`config.mk`:
```
export PLATFORM = sky130hd
export DESIGN_NAME = imem_loader_flat
export DESIGN_NICKNAME = d
export VERILOG_FILES = /design/src/rtl/imem_loader_pkg.sv /design/src/rtl/imem_loader_if.sv /design/src/rtl/imem_word_packer.sv /design/src/rtl/imem_loader.sv /design/src/flat_wrapper.sv
export SDC_FILE = /design/constraint.sdc
export NUM_CORES = 1
export LEC_CHECK = 0
export BUFFER_PORTS_ARGS = -buffer_cell sky130_fd_sc_hd__buf_2
export CORE_UTILIZATION = 57
export CTS_CLUSTER_SIZE = 30
export DETAILED_ROUTE_END_ITERATION = 8
export GPL_ROUTABILITY_DRIVEN = 0
export GPL_TIMING_DRIVEN = 0
export HOLD_SLACK_MARGIN = 0.1
export PLACE_DENSITY_LB_ADDON = 0.08
export SYNTH_ARGS = -nofsm -noshare
export SYNTH_HDL_FRONTEND = slang
export SYNTH_SLANG_ARGS = --single-unit
```
`constraint.sdc`:
```
create_clock -name clk -period 3.3 [get_ports clk]
set_clock_uncertainty 0.05 [all_clocks]
set_input_delay 0.165 -clock clk [delete_from_list [all_inputs] [get_ports clk]]
set_output_delay 0.165 -clock clk [all_outputs]
set_load 0.01 [all_outputs]
```
`src/rtl/imem_loader_pkg.sv`:
```
// Shared definitions for the boot-time instruction memory loader: FSM encoding,
// word geometry and the image capacity rule.
package imem_loader_pkg;

    localparam int unsigned BYTES_PER_WORD = 4;
    localparam int unsigned WORD_WIDTH     = 8 * BYTES_PER_WORD;
    localparam int unsigned BYTE_CNT_WIDTH = $clog2(BYTES_PER_WORD);

    typedef enum logic [2:0] {
        StHdr0  = 3'd0,
        StHdr1  = 3'd1,
        StData  = 3'd2,
        StCsum  = 3'd3,
        StDone  = 3'd4,
        StError = 3'd5
    } loader_state_e;

    // Words that fit between the base address and the top of the byte-addressed memory.
    function automatic logic [31:0] capacity_words(input int unsigned addr_w,
                                                   input logic [31:0] base_addr);
        return (32'd1 << (addr_w - 2)) - (base_addr >> 2);
    endfunction

endpackage

```
`src/rtl/imem_loader_if.sv`:
```
// Byte-stream input and instruction-memory write port of the loader, bundled as one
// interface; the loader takes the slave view, the environment the master view.
interface imem_loader_if #(
    parameter int unsigned AddrWidth = 16,
    parameter int unsigned DataWidth = 32
);

    logic [7:0]           in_data;
    logic                 in_valid;
    logic                 in_ready;
    logic                 imem_we;
    logic [AddrWidth-1:0] imem_addr;
    logic [DataWidth-1:0] imem_wdata;

    modport slave (
        input  in_data,
        input  in_valid,
        output in_ready,
        output imem_we,
        output imem_addr,
        output imem_wdata
    );

    modport master (
        output in_data,
        output in_valid,
        input  in_ready,
        input  imem_we,
        input  imem_addr,
        input  imem_wdata
    );

endinterface

```
`src/rtl/imem_word_packer.sv`:
```
// Assembles accepted payload bytes into little-endian words and pulses word_valid_o
// for one cycle after the last byte of each word.
module imem_word_packer
    import imem_loader_pkg::*;
(
    input  logic                  clk,
    input  logic                  rst_n,
    input  logic [7:0]            byte_i,
    input  logic                  byte_en_i,
    output logic                  cnt_full_o,
    output logic [WORD_WIDTH-1:0] word_o,
    output logic                  word_valid_o
);

    logic [BYTE_CNT_WIDTH-1:0] cnt_q, cnt_d;
    logic [WORD_WIDTH-1:0]     word_q, word_d;
    logic                      valid_q, valid_d;

    // Next accepted byte completes the word; no dependency on byte_en_i.
    assign cnt_full_o = (cnt_q == BYTE_CNT_WIDTH'(BYTES_PER_WORD - 1));

    always_comb begin
        cnt_d   = cnt_q;
        word_d  = word_q;
        valid_d = 1'b0;
        if (byte_en_i) begin
            cnt_d                        = cnt_q + BYTE_CNT_WIDTH'(1);
            word_d[{cnt_q, 3'b000} +: 8] = byte_i;
            valid_d                      = cnt_full_o;
        end
    end

    always_ff @(posedge clk or negedge rst_n) begin
        if (!rst_n) begin
            cnt_q   <= '0;
            word_q  <= '0;
            valid_q <= 1'b0;
        end else begin
            cnt_q   <= cnt_d;
            word_q  <= word_d;
            valid_q <= valid_d;
        end
    end

    assign word_o       = word_q;
    assign word_valid_o = valid_q;

endmodule

```
`src/rtl/imem_loader.sv`:
```
// Boot loader: parses a counted, XOR-checksummed byte stream into instruction memory
// and releases the core from reset only after a verified image.
module imem_loader
    import imem_loader_pkg::*;
#(
    parameter int unsigned INST_MEMORY_ADDR_BUS_WIDTH = 16,
    parameter int unsigned INST_MEMORY_DATA_BUS_WIDTH = 32,
    parameter logic [INST_MEMORY_ADDR_BUS_WIDTH-1:0] BASE_ADDR = '0
) (
    input  logic          clk,
    input  logic          rst_n,
    input  logic          restart,
    imem_loader_if.slave  bus,
    output logic          cpu_rst_n,
    output logic          done,
    output logic          error,
    output logic [15:0]   words_loaded
);

    localparam int unsigned AW       = INST_MEMORY_ADDR_BUS_WIDTH;
    localparam logic [31:0] CapWords = capacity_words(AW, 32'(BASE_ADDR));

    loader_state_e state_q, state_d;
    logic [15:0]   count_q, count_d;
    logic [15:0]   words_rx_q, words_rx_d;
    logic [15:0]   words_loaded_q, words_loaded_d;
    logic [7:0]    csum_q, csum_d;
    logic [AW-1:0] addr_q, addr_d;
    logic          in_ready_q, in_ready_d;
    logic          done_q, done_d;
    logic          error_q, error_d;
    logic          cpu_rst_n_q, cpu_rst_n_d;

    logic                  hs;
    logic                  byte_en;
    logic                  cnt_full;
    logic                  word_valid;
    logic [WORD_WIDTH-1:0] word;
    logic [15:0]           n_hdr;

    assign hs    = bus.in_valid && in_ready_q;
    assign n_hdr = {bus.in_data, count_q[7:0]};

    imem_word_packer u_packer (
        .clk          (clk),
        .rst_n        (rst_n),
        .byte_i       (bus.in_data),
        .byte_en_i    (byte_en),
        .cnt_full_o   (cnt_full),
        .word_o       (word),
        .word_valid_o (word_valid)
    );

    always_comb begin
        state_d        = state_q;
        count_d        = count_q;
        words_rx_d     = words_rx_q;
        words_loaded_d = words_loaded_q;
        csum_d         = csum_q;
        addr_d         = addr_q;
        byte_en        = 1'b0;

        if (word_valid) begin
            words_loaded_d = words_loaded_q + 16'd1;
        end

        unique case (state_q)
            StHdr0: begin
                if (hs) begin
                    count_d[7:0] = bus.in_data;
                    state_d      = StHdr1;
                end
            end
            StHdr1: begin
                if (hs) begin
                    count_d[15:8] = bus.in_data;
                    if ({16'd0, n_hdr} > CapWords) begin
                        state_d = StError;
                    end else if (n_hdr == 16'd0) begin
                        state_d = StCsum;
                    end else begin
                        state_d = StData;
                    end
                end
            end
            StData: begin
                if (hs) begin
                    byte_en = 1'b1;
                    csum_d  = csum_q ^ bus.in_data;
                    // Address is latched with the word so the write lands one cycle later.
                    if (cnt_full) begin
                        addr_d     = BASE_ADDR + AW'({words_rx_q, 2'b00});
                        words_rx_d = words_rx_q + 16'd1;
                        if (words_rx_q + 16'd1 == count_q) begin
                            state_d = StCsum;
                        end
                    end
                end
            end
            StCsum: begin
                if (hs) begin
                    state_d = (bus.in_data == csum_q) ? StDone : StError;
                end
            end
            StDone, StError: begin
                if (restart) begin
                    state_d        = StHdr0;
                    words_loaded_d = 16'd0;
                    words_rx_d     = 16'd0;
                    csum_d         = 8'd0;
                end
            end
            default: state_d = StHdr0;
        endcase

        in_ready_d  = state_d inside {StHdr0, StHdr1, StData, StCsum};
        done_d      = (state_d == StDone);
        error_d     = (state_d == StError);
        // Core leaves reset one cycle after DONE is entered and drops with restart.
        cpu_rst_n_d = (state_q == StDone) && (state_d == StDone);
    end

    always_ff @(posedge clk or negedge rst_n) begin
        if (!rst_n) begin
            state_q        <= StHdr0;
            count_q        <= 16'd0;
            words_rx_q     <= 16'd0;
            words_loaded_q <= 16'd0;
            csum_q         <= 8'd0;
            addr_q         <= '0;
            in_ready_q     <= 1'b0;
            done_q         <= 1'b0;
            error_q        <= 1'b0;
            cpu_rst_n_q    <= 1'b0;
        end else begin
            state_q        <= state_d;
            count_q        <= count_d;
            words_rx_q     <= words_rx_d;
            words_loaded_q <= words_loaded_d;
            csum_q         <= csum_d;
            addr_q         <= addr_d;
            in_ready_q     <= in_ready_d;
            done_q         <= done_d;
            error_q        <= error_d;
            cpu_rst_n_q    <= cpu_rst_n_d;
        end
    end

    assign bus.in_ready   = in_ready_q;
    assign bus.imem_we    = word_valid;
    assign bus.imem_addr  = addr_q;
    assign bus.imem_wdata = INST_MEMORY_DATA_BUS_WIDTH'(word);
    assign words_loaded   = words_loaded_q;
    assign done           = done_q;
    assign error          = error_q;
    assign cpu_rst_n      = cpu_rst_n_q;

endmodule

```
`src/flat_wrapper.sv`:
```
// flat-port wrapper written by rule: the top's interface ports become plain ports
module imem_loader_flat import imem_loader_pkg::*;
#(
    parameter int unsigned INST_MEMORY_ADDR_BUS_WIDTH = 16,
    parameter int unsigned INST_MEMORY_DATA_BUS_WIDTH = 32,
    parameter logic [INST_MEMORY_ADDR_BUS_WIDTH-1:0] BASE_ADDR = '0
)
  (clk, rst_n, restart, cpu_rst_n, done, error, words_loaded, bus_in_data, bus_in_valid, bus_in_ready, bus_imem_we, bus_imem_addr, bus_imem_wdata);
  imem_loader_if #(.AddrWidth(16), .DataWidth(32)) bus_i ();
  input  logic clk;
  input  logic rst_n;
  input  logic restart;
  output logic cpu_rst_n;
  output logic done;
  output logic error;
  output logic [15:0] words_loaded;
  input wire logic [$bits(bus_i.in_data)-1:0] bus_in_data;
  input wire logic [$bits(bus_i.in_valid)-1:0] bus_in_valid;
  output wire logic [$bits(bus_i.in_ready)-1:0] bus_in_ready;
  output wire logic [$bits(bus_i.imem_we)-1:0] bus_imem_we;
  output wire logic [$bits(bus_i.imem_addr)-1:0] bus_imem_addr;
  output wire logic [$bits(bus_i.imem_wdata)-1:0] bus_imem_wdata;
  assign bus_i.in_data = bus_in_data;
  assign bus_i.in_valid = bus_in_valid;
  assign bus_in_ready = bus_i.in_ready;
  assign bus_imem_we = bus_i.imem_we;
  assign bus_imem_addr = bus_i.imem_addr;
  assign bus_imem_wdata = bus_i.imem_wdata;
  imem_loader #(.INST_MEMORY_ADDR_BUS_WIDTH(INST_MEMORY_ADDR_BUS_WIDTH), .INST_MEMORY_DATA_BUS_WIDTH(INST_MEMORY_DATA_BUS_WIDTH), .BASE_ADDR(BASE_ADDR)) u_core (.clk(clk), .rst_n(rst_n), .restart(restart), .bus(bus_i), .cpu_rst_n(cpu_rst_n), .done(done), .error(error), .words_loaded(words_loaded));
endmodule
```
Word-level counts from Yosys, hierarchy flattened. Cells that the tools add are included. Widths: inputs -> output; s select.

Bits in registers: 112. Input port bits: 12. Output and inout port bits: 69.

Add/subtract/negate cells: 4. Magnitude comparators: 1. Equal/unequal tests: 16. Shift-type cells: 2. Mux-type cells: 25. Bitwise gates (word level): 1. Reductions and logical operators: 13.

Operators with widths (number): $mux 16 (6); $add 16x1->16 const B (2); $bwmux 32 (1); $pmux 16 s2 (1); $shift 8x7->32 const A (1); $shiftx 8x7->32 (1); $mux 3 (8); $eq 16x16->1 (1); $gt 16x15->1 const B (1); $logic_not 16->1 (1); $mux 8 (2); $pmux 8 s2 (1); $pmux 3 s5 (1); $eq 3x2->1 const B (4); $eq 3x3->1 const B (4); $eq 8x8->1 (1); $xor 8x8->8 (1); $neg 5->7 (1); $eq 3x1->1 const B (2); $logic_not 3->1 (2); $reduce_and 3->1 (2); $mux 1 (5); $ne 2x1->1 const B (2); $reduce_and 2->1 (2); 8 further kinds (9).

Longest topological paths before layout. Gate-level depths: netlist of the first run.

Depth after elaboration: 8. Gate-level depth with buffers: 9. Mapped depth without buffers: 7.

Hierarchy. A second synthesis of the first run with hierarchy kept.

Cell total of the unflattened synthesis: 544. Area, all modules: 5587.9 um2.

Modules (own cells, without submodules): imem_loader (times used 1, cells each 420, area an instance 3976.3 um2, sequential area each 1926.8 um2); imem_word_packer (times used 1, cells each 124, area an instance 1611.5 um2, sequential area each 875.8 um2).

Worst setup path before layout of the first run. OpenSTA, ideal clock, no wires.

Path type: reg2reg. From: register u_core.words_rx_q[0]. To: register u_core.error_q, in the netlist u_core.error. Data arrival time: 2.242 ns. Path slack: 0.943 ns. Cell stages (with the launch flop): 9. Path buffers: 1. Clock period less this slack: 2.357 ns. Path through: dfrtp_1 > ha_1 > nand3_4 > buf_6 > nor3_2 > o2111ai_1 > or4_4 > nor4_4 > o22a_1.

Longest elaborated chain between the ends: 7.

Ends and longest elaborated chain: from (decl) (RTL line imem_loader.sv:25) `logic [15:0] words_rx_q, words_rx_d;`; from (signal assigned) (RTL line imem_loader.sv:138) `words_rx_q <= words_rx_d;`; $add 16x1->16 (RTL line imem_loader.sv:94) `if (words_rx_q + 16'd1 == count_q) begin`; $eq 16x16->1 (RTL line imem_loader.sv:94); $mux 3 (RTL line imem_loader.sv:94); $mux 3 (RTL line imem_loader.sv:91) `if (cnt_full) begin`; $mux 3 (RTL line imem_loader.sv:87) `if (hs) begin`; $pmux 3 s5 (RTL line imem_loader.sv:67) `unique case (state_q)`; $eq 3x3->1 (RTL line imem_loader.sv:118) `error_d = (state_d == StError);`; named net u_core.error_d (RTL line imem_loader.sv:31) `logic error_q, error_d;`; to (signal assigned) (RTL line imem_loader.sv:144) `error_q <= error_d;`; to (decl) (RTL line imem_loader.sv:31).

The timed path passes the listed nets, and every way through them passes these cells. A chain may end at the register's enable or synchronous reset.

Final worst setup path of the first run. Same ends and word-level chain as after synthesis.

==> results of run 1 <==
metrics by stage:
| step | instance area (µm²) | utilization, % | cells | hold WS [ns] |
|---|---|---|---|---|
| floorplan | 5560 | - | 595 | -0.181 |
| global route | 6320 | 67.8 | 815 | 0.213 |
| CTS | 6320 | 67.8 | 815 | 0.175 |
| detailed placement | 6110 | 65.5 | 797 | 0.228 |
| global placement | 6080 | 65.2 | 796 | 0.372 |
| finish | 6320 | 67.8 | 815 | 0.184 |
cells by family after synthesis:
logic type	count (synthesis)	share of synthesized area, %
compound gates	108	11.1
xor+xnor	46	7.25
fa+ha+maj	8	1.80
buf+inv	49	3.87
flops	112	50.5
mux	20	3.96
other cells	1	0.0675
simple gates	250	21.5
per-layer routing:
| layer | vias up | track usage (%) | share of wire (%) |
|---|---|---|---|
| met3 | 16 | 5.13 | 5.3 |
| met1 | 2151 | 35.8 | 45 |
| li1 | 2183 | - | - |
| met2 | 134 | 42.6 | 48 |
| met5 | - | 0 | 0 |
| met4 | 0 | 9.14 | 1.9 |
sequential cells by signal, summed over array words and instances, names as in the netlist:
| signal | count |
|---|---|
| u_core.u_packer.word_o | 32 |
| u_core.bus.in_ready | 1 |
| u_core.words_rx_q | 16 |
| u_core.csum_q | 8 |
| u_core.done | 1 |
| u_core.bus.imem_addr | 14 |
| u_core.cpu_rst_n | 1 |
| u_core.state_q | 3 |
| u_core.count_q | 16 |
| u_core.u_packer.cnt_q | 2 |
| u_core.error | 1 |
| u_core.u_packer.word_valid_o | 1 |
| u_core.words_loaded | 16 |
timing repair:
action | in CTS | in global routing
setup endpoints to repair | 0 | 0
hold buffers | 2 | 0
resized for setup | 0 | 0
buffers inserted | 0 | 0
hold endpoints to repair | 57 | 0
worst paths after layout:
check / from / endpoint / cells after the start
max reg2reg: u_core.words_rx_q[0] / u_core.error / 8
max: u_core.words_rx_q[0] / u_core.error / 8
min: bus_in_data[5] / u_core.u_packer.word_o[29] / 3
max in group asynchronous: rst_n / u_core.words_rx_q[10] / 3
min reg2reg: u_core.bus.imem_addr[8] / u_core.bus.imem_addr[8] / 2
min in group asynchronous: rst_n / u_core.words_loaded[6] / 2
cell type report:
class	count	area, µm²
Timing Repair Buffer	75	410
Clock buffer	11	141
Fill cell	793	3010
Sequential cell	112	2800
Clock inverter	5	50.0
Inverter	6	22.5
Buffer	43	193
Tap cell	129	161
Multi-Input combinational cell	434	2540
placed cells by master (no fill, tap or decap), types with 3 or more instances in the layout:
master	count
nor2_1	38
clkbuf_1	31
and2_1	3
o31ai_1	4
nand3_1	15
clkbuf_8	10
buf_4	5
dfrtp_1	112
ha_1	8
a21oi_1	14
mux2i_1	4
nor3_1	9
nor3b_1	4
and4_1	3
nand2_1	139
buf_2	78
nor4_1	5
nor3_2	3
xnor2_1	22
xor2_1	24
inv_1	6
mux2_2	16
nand4_1	9
o21ai_0	73
and3_1	7
report_power, final:
part	switching (mW)	internal, mW
clock network	0.488	0.309
registers	0.255	1.64
logic	0.646	0.519
total	1.39	2.47
tightest hold or removal path: stages:
cell and delay (ns):
clkbuf_1 0.25, nand2_1 0.12, o21ai_0 0.06
==> metrics.txt, run 1 <==
Yosys cell types 53; Power Dens Cells slightly above 600 nW/µm²; total grt overflow 0; RSZ-0062 raised after global routing false; clock root buffer master clkbuf_8; standard-cell rows 35; flop2flop setup slack around 0.57 ns; cell family with most CP delay simple AND/OR/NAND/NOR gates; Post-Syn Area per Cell 9.35 µm²; number of synthesized flops with an enable pin 0; routed via count roughly 4500; number of global-route vias before repair 4170; status finished, final reports clean; DRT Pass-1 Iters 6; Slew headroom 34.2%; # clock sinks 112; max cap viols 0; dpl hpwl between 8000 and 9000 µm; most numerous cell in the Yosys netlist nand2_1; Antenna Nets Post-Route 0; layout cells sized above 1 18.8%; CTS H-tree depth 3; Final Max Tran Viols 0; cell taking the most area after synthesis dfrtp_1; Final #Nets 701; Tot Pwr ~3.9 mW; slowest CP cell dfrtp_1; Worst VDD drop just under 400 µV; worst skew pair latency 0.38 ns; ranking of synthesized cells by area dfrtp_1 50%, nand2_1 9.4%, o21ai_0 6.6%; worst path cell trace ha_1 > nand3_4 > buf_6 > nor3_2 > o2111ai_1 > or4_4 > nor4_4 > o22a_1; Worst Max-Slew Pin Slew 0.985 ns; Total Routing Usage GR 26.4%; Inserted Diodes 0; CTS buffer count 9; Synth Register Bits 112; Clock transition at path regs 0.12 ns; Final setup viols 0; final period utilization 82.8%; crit start category flop; HP Class input pin to flop; Post-synth top flop dfrtp_1; Core Box Area 9330 µm²; largest net degree at the start of global routing 58; min Tclk post-route ~2.7 ns; sequential area share after synthesis 50.5%; Setup WS post-layout 0.567 ns; Synth top cells by count 139 x nand2_1, 112 x dfrtp_1, 73 x o21ai_0; CP Max Fanout 10; CP bufs+invs 1; WL/cell 15.3 µm; initial DRC count 148; io pins 81; worst endpoint required time 3.58 ns; DRC violations left 0; TritonCTS clock tree done; initial core utilization 59.6%; via/cell ratio 5.50; die span in x roughly 100 µm; Crit. End Element flop; Area growth syn-to-layout 13.8%; die area 10100 µm²; Synth top area share 50.5%; Max Root-Sink Buffers 2; Max Fclk 366 MHz; Total Wirelength 12500 µm; PortBufs around 70; async set-reset flop share out of synthesis 100%; Pleak between 3 and 4 nW; CP max stage delay 0.53 ns; setup TNS 0 ns; Final Hold Viols 0; CP Class flop to flop; antenna violations before repair 0; Die Ht about 100 µm; synth warn 0; first-pass GRT wire length 20700 µm; pre-CTS setup slack about 0.58 ns; Post-Syn Area 5560 µm²; Arr. time, crit path 3.02 ns; post-synthesis cell count 594
(Power assumes the default switching activity.)
==> run 2: changes to the inputs <==
--- a/config.mk
+++ b/config.mk
@@ -5,6 +5,7 @@
 export SDC_FILE = /design/constraint.sdc
 export NUM_CORES = 1
 export LEC_CHECK = 0
+export ABC_AREA = 1
 export BUFFER_PORTS_ARGS = -buffer_cell sky130_fd_sc_hd__buf_2
 export CORE_UTILIZATION = 57
 export CTS_CLUSTER_SIZE = 30
==> constraint.sdc (replaced) <==
create_clock -name clk -period 2.7 [get_ports clk]
set_clock_uncertainty 0.05 [all_clocks]
set_input_delay 0.135 -clock clk [delete_from_list [all_inputs] [get_ports clk]]
set_output_delay 0.135 -clock clk [all_outputs]
set_load 0.01 [all_outputs]
==> run 2 against run 1 <==
Net effect:
- utilization is 0.16 points higher
- sequential cell count is the same
- final cell count up 10%
- first-iteration DRC count increased by 68%
- routed wire length up 6.8%
- die area decreased by 0.37%
- maximum frequency rose by 22%
==> metrics.txt, run 2 <==
CTS buffer count 9 (unchanged); Post-Syn Area per Cell 8.20 µm² (was 9.35 µm²); postcts setup bufs 0 (unchanged); standard-cell rows 35 (unchanged); Final setup viols 0 (unchanged); io pins 81 (unchanged); min Tclk post-route 2.24 ns (was 2.73 ns); dpl hpwl 9520 µm (was 8660 µm); hold path start bus_in_valid (was bus_in_data[5]); number of global-route vias before repair 4657 (was 4170); worst setup path endpoint u_core.u_packer.word_o[1] (was u_core.error); cell family with most CP delay simple AND/OR/NAND/NOR gates (unchanged); via/cell ratio 5.44 (was 5.50); Arr. time, crit path 2.51 ns (was 3.02 ns); initial DRC count 249 (was 148); Worst Setup SP u_core.u_packer.cnt_q[0] (was u_core.words_rx_q[0]); slowest CP cell nor3_1 (was dfrtp_1); Slew headroom 46.1% (was 34.2%); Worst Max-Slew Pin Slew 0.802 ns (was 0.985 ns); Area growth syn-to-layout 14.5% (was 13.8%); die span in x 101 µm (about the same); met2 wire len 6530 µm (was 5970 µm); number of synthesized flops with an enable pin 0 (unchanged); Final Hold Viols 0 (unchanged); cell taking the most area after synthesis dfrtp_1 (unchanged); Pleak 3.36 nW (was 3.06 nW); Crit. End Element flop (unchanged); setup TNS 0 ns (unchanged); layout cells sized above 1 16.1% (was 18.8%); Largest register FFs 32 (unchanged); Placed Cells 878 (was 797); initial core utilization 59.3% (was 59.6%); commonest non-fill, non-tap cells in the layout 162 x nand2_1, 112 x dfrtp_1, 80 x buf_2 (was 139 x nand2_1, 112 x dfrtp_1, 78 x buf_2); max cap viols 0 (unchanged); CP max stage delay 0.68 ns (was 0.53 ns); CP Max Fanout 8 (was 10); worst skew pair latency 0.37 ns (was 0.38 ns); Max Fclk 447 MHz (was 366 MHz); CP bufs+invs 2 (was 1); Critical Path Stages 6 (was 8); worst path cell trace clkbuf_1 > inv_1 > ha_1 > nor3_1 > nand3_1 > nand2_1 (was ha_1 > nand3_4 > buf_6 > nor3_2 > o2111ai_1 > or4_4 > nor4_4 > o22a_1); RR Startpoint u_core.u_packer.cnt_q[0] (was u_core.words_rx_q[0]); commonest non-fill, non-tap cell in the layout nand2_1 (unchanged); flop2flop setup slack 0.46 ns (was 0.57 ns); total grt overflow 0 (unchanged); RSZ-0062 raised after global routing false (unchanged); Die Ht 101 µm (about the same); Clock transition at path regs 0.11 ns (was 0.12 ns); WL/cell 14.8 µm (was 15.3 µm); Synth Register Bits 112 (unchanged); DRC violations left 0 (unchanged); worst endpoint required time 2.98 ns (was 3.58 ns); Max Root-Sink Buffers 2 (unchanged); reg2reg end u_core.u_packer.word_o[1] (was u_core.error); Synth top cells by count 162 x nand2_1, 112 x dfrtp_1, 76 x inv_1 (was 139 x nand2_1, 112 x dfrtp_1, 73 x o21ai_0); async set-reset flop share out of synthesis 100% (unchanged); Antenna Nets Post-Route 0 (unchanged); Total Routing Usage GR 27.9% (was 26.4%); ranking of synthesized cells by area dfrtp_1 51%, nand2_1 11%, o21ai_0 6.6% (was dfrtp_1 50%, nand2_1 9.4%, o21ai_0 6.6%); cts repair resizes 0 (unchanged); CP Class flop to flop (unchanged); die area 10100 µm² (about the same); PortBufs 72 (unchanged); status finished, final reports clean (unchanged); first-pass GRT wire length 22100 µm (was 20700 µm); Final Max Tran Viols 0 (unchanged); crit start category flop (unchanged); HP Class input pin to flop (unchanged); CTS H-tree depth 3 (unchanged); Final #Nets 786 (was 701); Finished Layout Cells 900 (was 815); max layer used met4 (unchanged); Total Wirelength 13300 µm (was 12500 µm); Tot Pwr 6.22 mW (was 3.86 mW); antenna violations before repair 0 (unchanged); post-synthesis cell count 675 (was 594); Power Dens Cells 981 nW/µm² (was 610 nW/µm²); DRT Pass-1 Iters 5 (was 6); Reg2Reg Depth 6 (was 8); met3 WL 587 µm (was 667 µm); Yosys cell types 34 (was 53); # clock sinks 112 (unchanged); met1 wire length 5980 µm (was 5620 µm); largest net degree at the start of global routing 61 (was 58); clock root buffer master clkbuf_8 (unchanged); TritonCTS clock tree done (unchanged); routed via count 4900 (was 4484); Post-Route Utilization 67.9% (was 67.8%); Core Box Area 9330 µm² (unchanged); most numerous cell in the Yosys netlist nand2_1 (unchanged); Post-synth top flop dfrtp_1 (unchanged); synth warn 0 (unchanged); Post-Syn Area 5530 µm² (was 5560 µm²); sequential area share after synthesis 50.6% (was 50.5%); Worst VDD drop 494 µV (was 391 µV); final period utilization 82.9% (was 82.8%); Inserted Diodes 0 (unchanged); Synth top area share 50.6% (was 50.5%)
## run 2: cell types whose count changed after synthesis, moves of 16 or more
cell      before  now
xnor2_1       22    6
clkbuf_1      30   12
nand3_1       15   68
inv_1          6   76
xor2_1        24    8
nand2_1      139  162
## run 2: area by class of cell
type	instances	area [µm²]
buffer	23	105
inverter	77	289
fill	816	2990
timing repair buffer	79	450
clock inverter	5	46.3
clock buffer	11	141
sequential	112	2800
multi-input combinational	464	2340
tap	129	161
## run 2: how the worst min path moves through the flow
stage	cells past startpoint	end	slack [ns]
3_5_place_dp	1	u_core.words_rx_q[9]	0.18
2_1_floorplan	0	u_core.bus.imem_addr[10]	-0.21
6_report	4	u_core.state_q[1]	0.10
4_1_cts	4	u_core.state_q[1]	0.10
3_3_place_gp	1	u_core.words_loaded[15]	0.39
5_1_grt	4	u_core.state_q[1]	0.14
## run 2: power by group
group          leakage (nW)  switching (mW)  total (mW)  internal, mW
Clock                0.0968           0.603       0.984         0.381
Sequential             1.47           0.461        2.75          2.29
Combinational          1.79            1.60        2.48         0.885
Total                  3.36            2.66        6.22          3.55
## run 2: worst register-to-register path: stages, from the launching register on
cell and delay, ns:
dfrtp_1 0.42, clkbuf_1 0.27, inv_1 0.16, ha_1 0.37, nor3_1 0.68, nand3_1 0.16, nand2_1 0.09
## run 2: metrics by stage
stage	setup WS [ns]	hold slack, ns	area (µm²)
2_1_floorplan	0.823	-0.211	5540
3_3_place_gp	0.182	0.391	6060
3_5_place_dp	0.484	0.176	6090
4_1_cts	0.468	0.100	6340
5_1_grt	0.232	0.140	6340
6_report	0.461	0.100	6340
## run 2: cells by family (layout without fill, tap and decap cells)
group	Yosys count	count (layout)	synth area share [%]
other cells	1	2	0.0678
compound gates	105	105	9.95
mux	5	5	1.02
xor+xnor	14	14	2.22
flops	112	112	50.6
simple gates	330	330	27.2
fa+ha+maj	8	8	1.81
buf+inv	100	195	7.12
## run 2: what timing repair did
item / CTS / global route
setup endpoints to repair: 0 / 0
hold endpoints to repair: 68 / 0
hold buffers: 6 / 0
## run 2: layer usage
layer	global-route usage, %	vias up
li1	-	2397
met4	10.3	0
met3	3.40	20
met1	37.7	2337
met2	46.5	146
met5	0	-
